[config.mk]
export PLATFORM = sky130hd
export DESIGN_NAME = fetch_unit
export DESIGN_NICKNAME = d
export VERILOG_FILES = /design/src/rtl/fetch_pkg.sv /design/src/rtl/fetch_out_reg.sv /design/src/rtl/fetch_unit.sv
export SDC_FILE = /design/constraint.sdc
export NUM_CORES = 1
export LEC_CHECK = 0
export BUFFER_PORTS_ARGS = -buffer_cell sky130_fd_sc_hd__clkbuf_2
export CORE_UTILIZATION = 45
export DETAILED_ROUTE_END_ITERATION = 10
export GPL_ROUTABILITY_DRIVEN = 0
export PLACE_DENSITY = 0.76
export SETUP_SLACK_MARGIN = 0.5
export SLEW_MARGIN = 20
export SYNTH_ARGS = -nofsm -noshare
export SYNTH_HDL_FRONTEND = slang
export SYNTH_SLANG_ARGS = --single-unit
export TNS_END_PERCENT = 10
[constraint.sdc]
create_clock -name clk -period 17.4 [get_ports clk]
set_input_delay 3.48 -clock clk [delete_from_list [all_inputs] [get_ports clk]]
set_output_delay 3.48 -clock clk [all_outputs]
set_load 0.02 [all_outputs]
[src/rtl/fetch_pkg.sv]
// Shared types and constants for the instruction-fetch stage.
// Imported by fetch_unit and fetch_out_reg.
package fetch_pkg;

  localparam int INSTR_W = 32;
  localparam logic [INSTR_W-1:0] NOP_INSTR = 32'h0000_0013;
  localparam logic [31:0] PC_STEP = 32'd4;

  typedef enum logic {
    RUN   = 1'b0,
    FAULT = 1'b1
  } fetch_state_t;

  typedef struct packed {
    logic [INSTR_W-1:0] instr;
    logic [31:0]        pc;
    logic [31:0]        pc_plus4;
  } fetch_out_t;

endpackage

[src/rtl/fetch_out_reg.sv]
// Single-entry output register between fetch and decode.
// Flush wins over load; contents hold while neither is asserted.
module fetch_out_reg
  import fetch_pkg::*;
(
  input  logic       clk,
  input  logic       rst,
  input  logic       load,
  input  logic       flush,
  input  fetch_out_t d,
  output logic       valid,
  output fetch_out_t q
);

  logic       valid_d, valid_q;
  fetch_out_t data_d, data_q;

  always_comb begin
    valid_d = valid_q;
    data_d  = data_q;
    if (flush) begin
      valid_d = 1'b0;
    end else if (load) begin
      valid_d = 1'b1;
      data_d  = d;
    end
  end

  always_ff @(posedge clk or posedge rst) begin
    if (rst) begin
      valid_q         <= 1'b0;
      data_q.instr    <= NOP_INSTR;
      data_q.pc       <= 32'd0;
      data_q.pc_plus4 <= PC_STEP;
    end else begin
      valid_q <= valid_d;
      data_q  <= data_d;
    end
  end

  assign valid = valid_q;
  assign q     = data_q;

endmodule

[src/rtl/fetch_unit.sv]
// RV32I fetch stage: owns the PC, drives imem, registers the
// fetched instruction for decode and traps bad fetch addresses.
module fetch_unit
  import fetch_pkg::*;
#(
  parameter logic [31:0] RESET_PC    = 32'h0000_0000,
  parameter int          IMEM_DEPTH  = 256,
  parameter int          INSTR_WIDTH = INSTR_W
) (
  input  logic                   clk,
  input  logic                   rst,
  output logic [31:0]            imem_addr,
  input  logic [INSTR_WIDTH-1:0] imem_instr,
  input  logic                   redirect_valid,
  input  logic [31:0]            redirect_pc,
  output logic                   out_valid,
  input  logic                   out_ready,
  output logic [INSTR_WIDTH-1:0] out_instr,
  output logic [31:0]            out_pc,
  output logic [31:0]            out_pc_plus4,
  output logic                   fault,
  output logic [31:0]            fault_pc,
  output logic [31:0]            fetch_count
);

  localparam logic [31:0] DEPTH = 32'(IMEM_DEPTH);

  fetch_state_t state_d, state_q;
  logic [31:0]  pc_d, pc_q;
  logic [31:0]  fault_pc_d, fault_pc_q;
  logic [31:0]  count_d, count_q;

  logic       take, slot_free, pc_oor;
  logic       load, flush;
  fetch_out_t fetched, held;

  assign take      = out_valid && out_ready;
  assign slot_free = !out_valid || take;
  assign pc_oor    = {2'b00, pc_q[31:2]} >= DEPTH;

  assign fetched.instr    = imem_instr;
  assign fetched.pc       = pc_q;
  assign fetched.pc_plus4 = pc_q + PC_STEP;

  always_comb begin
    state_d    = state_q;
    pc_d       = pc_q;
    fault_pc_d = fault_pc_q;
    count_d    = count_q + {31'd0, take};
    load       = 1'b0;
    flush      = 1'b0;
    unique case (state_q)
      RUN: begin
        if (redirect_valid && redirect_pc[1:0] != 2'b00) begin
          state_d    = FAULT;
          fault_pc_d = redirect_pc;
          flush      = 1'b1;
        end else if (redirect_valid) begin
          pc_d  = redirect_pc;
          flush = 1'b1;
        end else if (slot_free && pc_oor) begin
          state_d    = FAULT;
          fault_pc_d = pc_q;
          flush      = 1'b1;
        end else if (slot_free) begin
          load = 1'b1;
          pc_d = pc_q + PC_STEP;
        end
      end
      FAULT: begin
        flush = 1'b1;
      end
      default: begin
        state_d = FAULT;
        flush   = 1'b1;
      end
    endcase
  end

  always_ff @(posedge clk or posedge rst) begin
    if (rst) begin
      state_q    <= RUN;
      pc_q       <= RESET_PC;
      fault_pc_q <= 32'd0;
      count_q    <= 32'd0;
    end else begin
      state_q    <= state_d;
      pc_q       <= pc_d;
      fault_pc_q <= fault_pc_d;
      count_q    <= count_d;
    end
  end

  fetch_out_reg u_out_reg (
    .clk   (clk),
    .rst   (rst),
    .load  (load),
    .flush (flush),
    .d     (fetched),
    .valid (out_valid),
    .q     (held)
  );

  assign imem_addr    = {2'b00, pc_q[31:2]};
  assign out_instr    = held.instr;
  assign out_pc       = held.pc;
  assign out_pc_plus4 = held.pc_plus4;
  assign fault        = (state_q == FAULT);
  assign fault_pc     = fault_pc_q;
  assign fetch_count  = count_q;

endmodule

-- Word level (Yosys, flattened, before mapping)
Index checks and enable logic that the tools add are counted.
Widths: inputs -> output; s select.
- input port bits: 68
- output and inout bits: 194
- bits in registers: 194
- logic and storage cells: 48
- multiplexer cells: 20
- bitwise operators: 3
- $lt $le $gt $ge: 1
- eq/ne operators: 2
- $add $sub $neg: 2
- reduce and logical (&&, ||, !) cells: 12
- operator list (kind ; count):
    $mux 32 ; 6
    $add 32x1->32 ; 1
    $add 32x3->32 const B ; 1
    $ge 30x9->1 const B ; 1
    $mux 1 ; 13
    $reduce_bool 2->1 ; 4
    $reduce_and 4->1 ; 1
    $logic_and 1x1->1 ; 3
    $not 1->1 ; 3
    $reduce_and 3->1 ; 1
    $ne 2x1->1 const B ; 1
    $ne 2x2->1 const B ; 1
    $pmux 1 s2 ; 1
    $reduce_and 2->1 ; 1
    $logic_not 1->1 ; 1
    $logic_or 1x1->1 ; 1

-- Depth between registers and ports, before layout
- word-level depth: 9
- depth in mapped cells: 8
- mapped depth without buffers: 7

-- Modules after synthesis
From an unflattened synthesis, not the netlist that was laid out.
- cell total of the unflattened synthesis: 773
- area total of the unflattened synthesis: 9376.5 um^2
- by module, submodules not included (module ; cells each ; area each (um^2) ; times used ; sequential area each (um^2)):
    fetch_unit ; 565 ; 5556.6 ; 1 ; 2427.3
    fetch_out_reg ; 208 ; 3819.9 ; 1 ; 2432.3

-- Worst setup path before layout
No wires, ideal clock.
- path type: input to register
- start: input out_ready
- end: register count_q[10], in the netlist fetch_count[10]
- path buffers: 1
- required time: 17.320 ns
- library setup time: 0.080 ns
- data arrival time: 4.829 ns
- path slack: 12.491 ns
- stages on the path: 8
- cells stage by stage: and2_1 -> ha_1 -> ha_1 -> and3_1 -> clkbuf_1 -> nand3_1 -> nor2_1 -> xor2_1
- longest elaborated chain between the ends: 2
- RTL lines (element ; line ; RTL):
    from (decl) ; fetch_unit.sv:17 ; input logic out_ready,
    $logic_and 1x1->1 ; fetch_unit.sv:37 ; assign take = out_valid && out_ready;
    $add 32x1->32 ; fetch_unit.sv:49 ; count_d = count_q + {31'd0, take};
    via count_d[10] ; fetch_unit.sv:31 ; logic [31:0] count_d, count_q;
    to (signal assigned) ; fetch_unit.sv:90 ; count_q <= count_d;
    to (decl) ; fetch_unit.sv:31 ;
The timed path passes the listed nets, and every way through them passes these cells.
A chain may end at the register's enable or synchronous reset.

-- Final worst setup path
- start: input redirect_valid
- end: register pc_q[7]
- longest elaborated chain between the ends: 3
- elaborated cells between the ends (all ways): 6
- those cells by class: eq/ne: 1; mux: 1; bitwise: 1; reduce/logical: 3
- RTL lines (element ; line ; RTL):
    from (decl) ; fetch_unit.sv:14 ; input logic redirect_valid,
    branches (longest 3 deep; another with $reduce_and 4->1) ; n/a ;
    to (signal assigned) ; fetch_unit.sv:88 ; pc_q <= pc_d;
    to (decl) ; fetch_unit.sv:29 ; logic [31:0] pc_d, pc_q;
Parallel ways; which one is timed is not known.

==> results_dict.tcl <==
set metrics [dict create \
    status "complete, no violations" \
    wl_met2_um 9470 \
    fin_ws_ns 11.98 \
    drt_iter0_drc 374 \
    cts_made_buffers 17 \
    grt_pass1_wl_um 31800 \
    p_seq_share_pct 49.9 \
    slew_headroom_pct 33.5 \
    pwr-share-clk_pct 45.3 \
    setup_viol 0 \
    worstSetupPathType "in -> reg" \
    fin_cells 1261 \
    synth_xor_area_share_pct 3.91 \
    yosysTopAreaCell "dfrtp_1" \
    crit_slowest_cell "and2_1" \
    wl_um 20200 \
    grt_pass1_vias 6003 \
    dp_cells 1229 \
    cp_num_buf_inv 2 \
    detail_route.wl_per_cell_um 16.0 \
    arrival_ns 5.71 \
    synth_mux_area_share_pct 3.87 \
    finClkSkew_ns 0.0179 \
    end_kind "register" \
    ys_types 46 \
    synth_seq_cells 192 \
    hold_violations 0 \
    synth_top_family_by_area "simple AND/OR/NAND/NOR gates" \
    syn_area_um2 8280 \
    ios 262 \
    p_int_mw 0.698 \
    path_cells "clkbuf_2, o21ai_4, buf_4, and2_1, nand2_1, nor2_1, a311oi_1" \
    ff_latch_area_um2 4810 \
    crit_fanout 35 \
    p_leak_nw 5.52 \
    ys.flop_type "dfrtp_1" \
    top_layer "met4" \
    final.setup.tns_ns 0 \
    dieArea_um2 19000 \
    die_w_um 138 \
    syn_to_final_growth_pct 21.4 \
    drcViolationCount 0 \
    coreArea_um2 18000 \
    netlist_instances 810 \
    power_switching_mw 0.212 \
    pre_cts_slack_ns 11.53 \
    multi_input_area_um2 2960 \
    startpoint_type "input port" \
    clk_pin_slew_ns 0.07 \
    yosys.area.top_type_share_pct 56.8 \
    diodes 0 \
    yosysMostFrequentCell "nand2_1" \
    dpl.hpwl_um 14300 \
    combPwrFrac_pct 4.9 \
    synth_area_leaders "dfrtp_1 57%, nand2_1 9.6%, mux2i_1 3.9%" \
    fin_total_pwr_mw 0.910 \
    cts_buffer_depth 2 \
    period_needed_ns 5.42 \
    async_reset_ff_share_pct 100 \
    rsz0062_at_grt "no" \
    cap_viol_max_count 0 \
    timing.final.crit_share_pct 31.2 \
    wl_met1_um 9020 \
    worstMarginPinSlew_ns 0.997 \
    synth_simple_gate_area_share_pct 20.8 \
    antenna_found_initial 0 \
    yosysWarnings 0 \
    path_delay_family "simple AND/OR/NAND/NOR gates" \
    peakVddDrop_uv 69.7 \
    io_buffer_count 259 \
    fp-row-count 49 \
    synth_compound_area_share_pct 6.19 \
    routed_via_density 5.02 \
    cts_tree "done" \
    swShare_pct 23.3 \
    synth_fa_ha_area_share_pct 0.604 \
    drtAntennaViolNets 0 \
    grt_usage_pct 21.9 \
    root_buffer "clkbuf_16" \
    initial_core_util_pct 45.9 \
    hold_path_class "reg -> reg" \
    max_freq_mhz 184 \
    power_density_nw_per_um2 90.5 \
    grt_overflow 0 \
    cts_resized 0 \
    crit_path_max_incr_delay_ns 0.53 \
    post_cts_buffers 0 \
    die_h_um 138 \
    post-route-util_pct 55.8 \
    syn_area_per_cell_um2 10.2 \
    layout-drive-gt1-share_pct 30.3 \
    cp.required_ns 17.68 \
    fin_nets 1091 \
    grt_max_degree 115 \
    drv_slew 0 \
    wl_met3_um 1340 \
    first_pass_iters 5 \
    cts.htree.levels 4 \
    clk_latency_ns 0.43 \
    yosysSeqAreaShare_pct 58.1 \
    num-fill-cells 1599 \
    synth_edf_count 0 \
    cts_sinks 192 \
    ys_top_cells_by_count "212 x nand2_1, 188 x dfrtp_1, 46 x and2_1" \
    vias 6325 \
    cts_hold_buf 0 \
]
## state kept, by name (all words and copies together) (netlist names)
signal / count
fault_pc: 32
pc_q: 32
fault: 1
u_out_reg.q: 94
u_out_reg.valid: 1
fetch_count: 32
## routing by layer
metal / global-route usage, % / vias up
li1: - / 3055
met5: 0 / -
met4: 7.57 / 0
met1: 29.0 / 3031
met3: 5.15 / 27
met2: 35.1 / 212
## stage by stage
stage | cell area, µm² | hold slack (ns)
6_report | 10100 | 0.468
5_1_grt | 10100 | 0.484
4_1_cts | 10100 | 0.472
3_5_place_dp | 9440 | 0.461
3_3_place_gp | 9440 | 0.447
2_1_floorplan | 8290 | 0.448
## worst min-delay path, stage by stage, from the launching register on
cell     delay, ns
dfstp_2       0.37
nand2_1       0.05
nand2_1       0.05
## layout by cell type (no fill, tap or decap), types with 2 or more instances in the layout
| master | instances |
|---|---|
| o21ai_1 | 9 |
| dfrtp_1 | 188 |
| buf_4 | 5 |
| and3_1 | 14 |
| nor2_1 | 34 |
| nand3b_1 | 2 |
| dfstp_2 | 4 |
| o22ai_1 | 7 |
| xnor2_1 | 26 |
| clkbuf_2 | 259 |
| inv_8 | 3 |
| a21oi_1 | 14 |
| nor2b_1 | 4 |
| nand2_1 | 212 |
| inv_1 | 9 |
| conb_1 | 2 |
| inv_6 | 5 |
| clkbuf_16 | 17 |
| and4_1 | 4 |
| nand4_1 | 10 |
| nor3_2 | 2 |
| o21ai_0 | 39 |
| ha_1 | 4 |
| mux2i_1 | 32 |
| a211oi_1 | 3 |
| a21boi_0 | 2 |
| nand3_1 | 23 |
| nor3_1 | 6 |
| bufinv_16 | 3 |
| clkinv_4 | 3 |
| or2_2 | 2 |
| a311oi_1 | 7 |
| and2_1 | 46 |
| nor4_1 | 5 |
| xor2_1 | 11 |
## power groups by stage
| stage | combinational, mW | clock, mW | sequential [mW] |
|---|---|---|---|
| after floorplan | 0.0190 | 0 | 0.469 |
| after global placement | 0.0444 | 0 | 0.462 |
| after detailed placement | 0.0449 | 0 | 0.462 |
| after CTS | 0.0451 | 0.420 | 0.454 |
| after global routing | 0.0495 | 0.439 | 0.454 |
| final | 0.0443 | 0.412 | 0.454 |
## path summary, 6_finish.rpt
check	to	startpoint	cells past startpoint	slack (ns)
max in group asynchronous	u_out_reg.q[33]$_DFFE_PP0P_	rst	3	12.66
min	u_out_reg.q[64]$_DFFE_PP1P_	u_out_reg.q[64]$_DFFE_PP1P_	2	0.47
min in group asynchronous	u_out_reg.q[74]$_DFFE_PP0P_	rst	2	3.18
max reg2reg	pc_q[9]$_DFFE_PP0P_	pc_q[14]$_DFFE_PP0P_	6	14.86
min reg2reg	u_out_reg.q[64]$_DFFE_PP1P_	u_out_reg.q[64]$_DFFE_PP1P_	2	0.47
max	pc_q[7]$_DFFE_PP0P_	redirect_valid	7	11.98
## kinds of logic (layout without fill, tap and decap cells)
family,Yosys count,after routing
simple gates,371,371
buf+inv,85,306
other cells,1,2
compound gates,88,88
xor+xnor,37,37
flops,192,192
mux,32,32
fa+ha+maj,4,4
## area by class of cell
class | count | share of cell area (%)
repair buffers | 264 | 13.3
inverters | 10 | 0.448
well taps | 229 | 2.85
multi-input cells | 534 | 29.4
flip-flops and latches | 192 | 47.8
clock inverters | 15 | 1.94
clock buffers | 17 | 4.23
No activity file was read; power rests on OpenSTA's default activity.
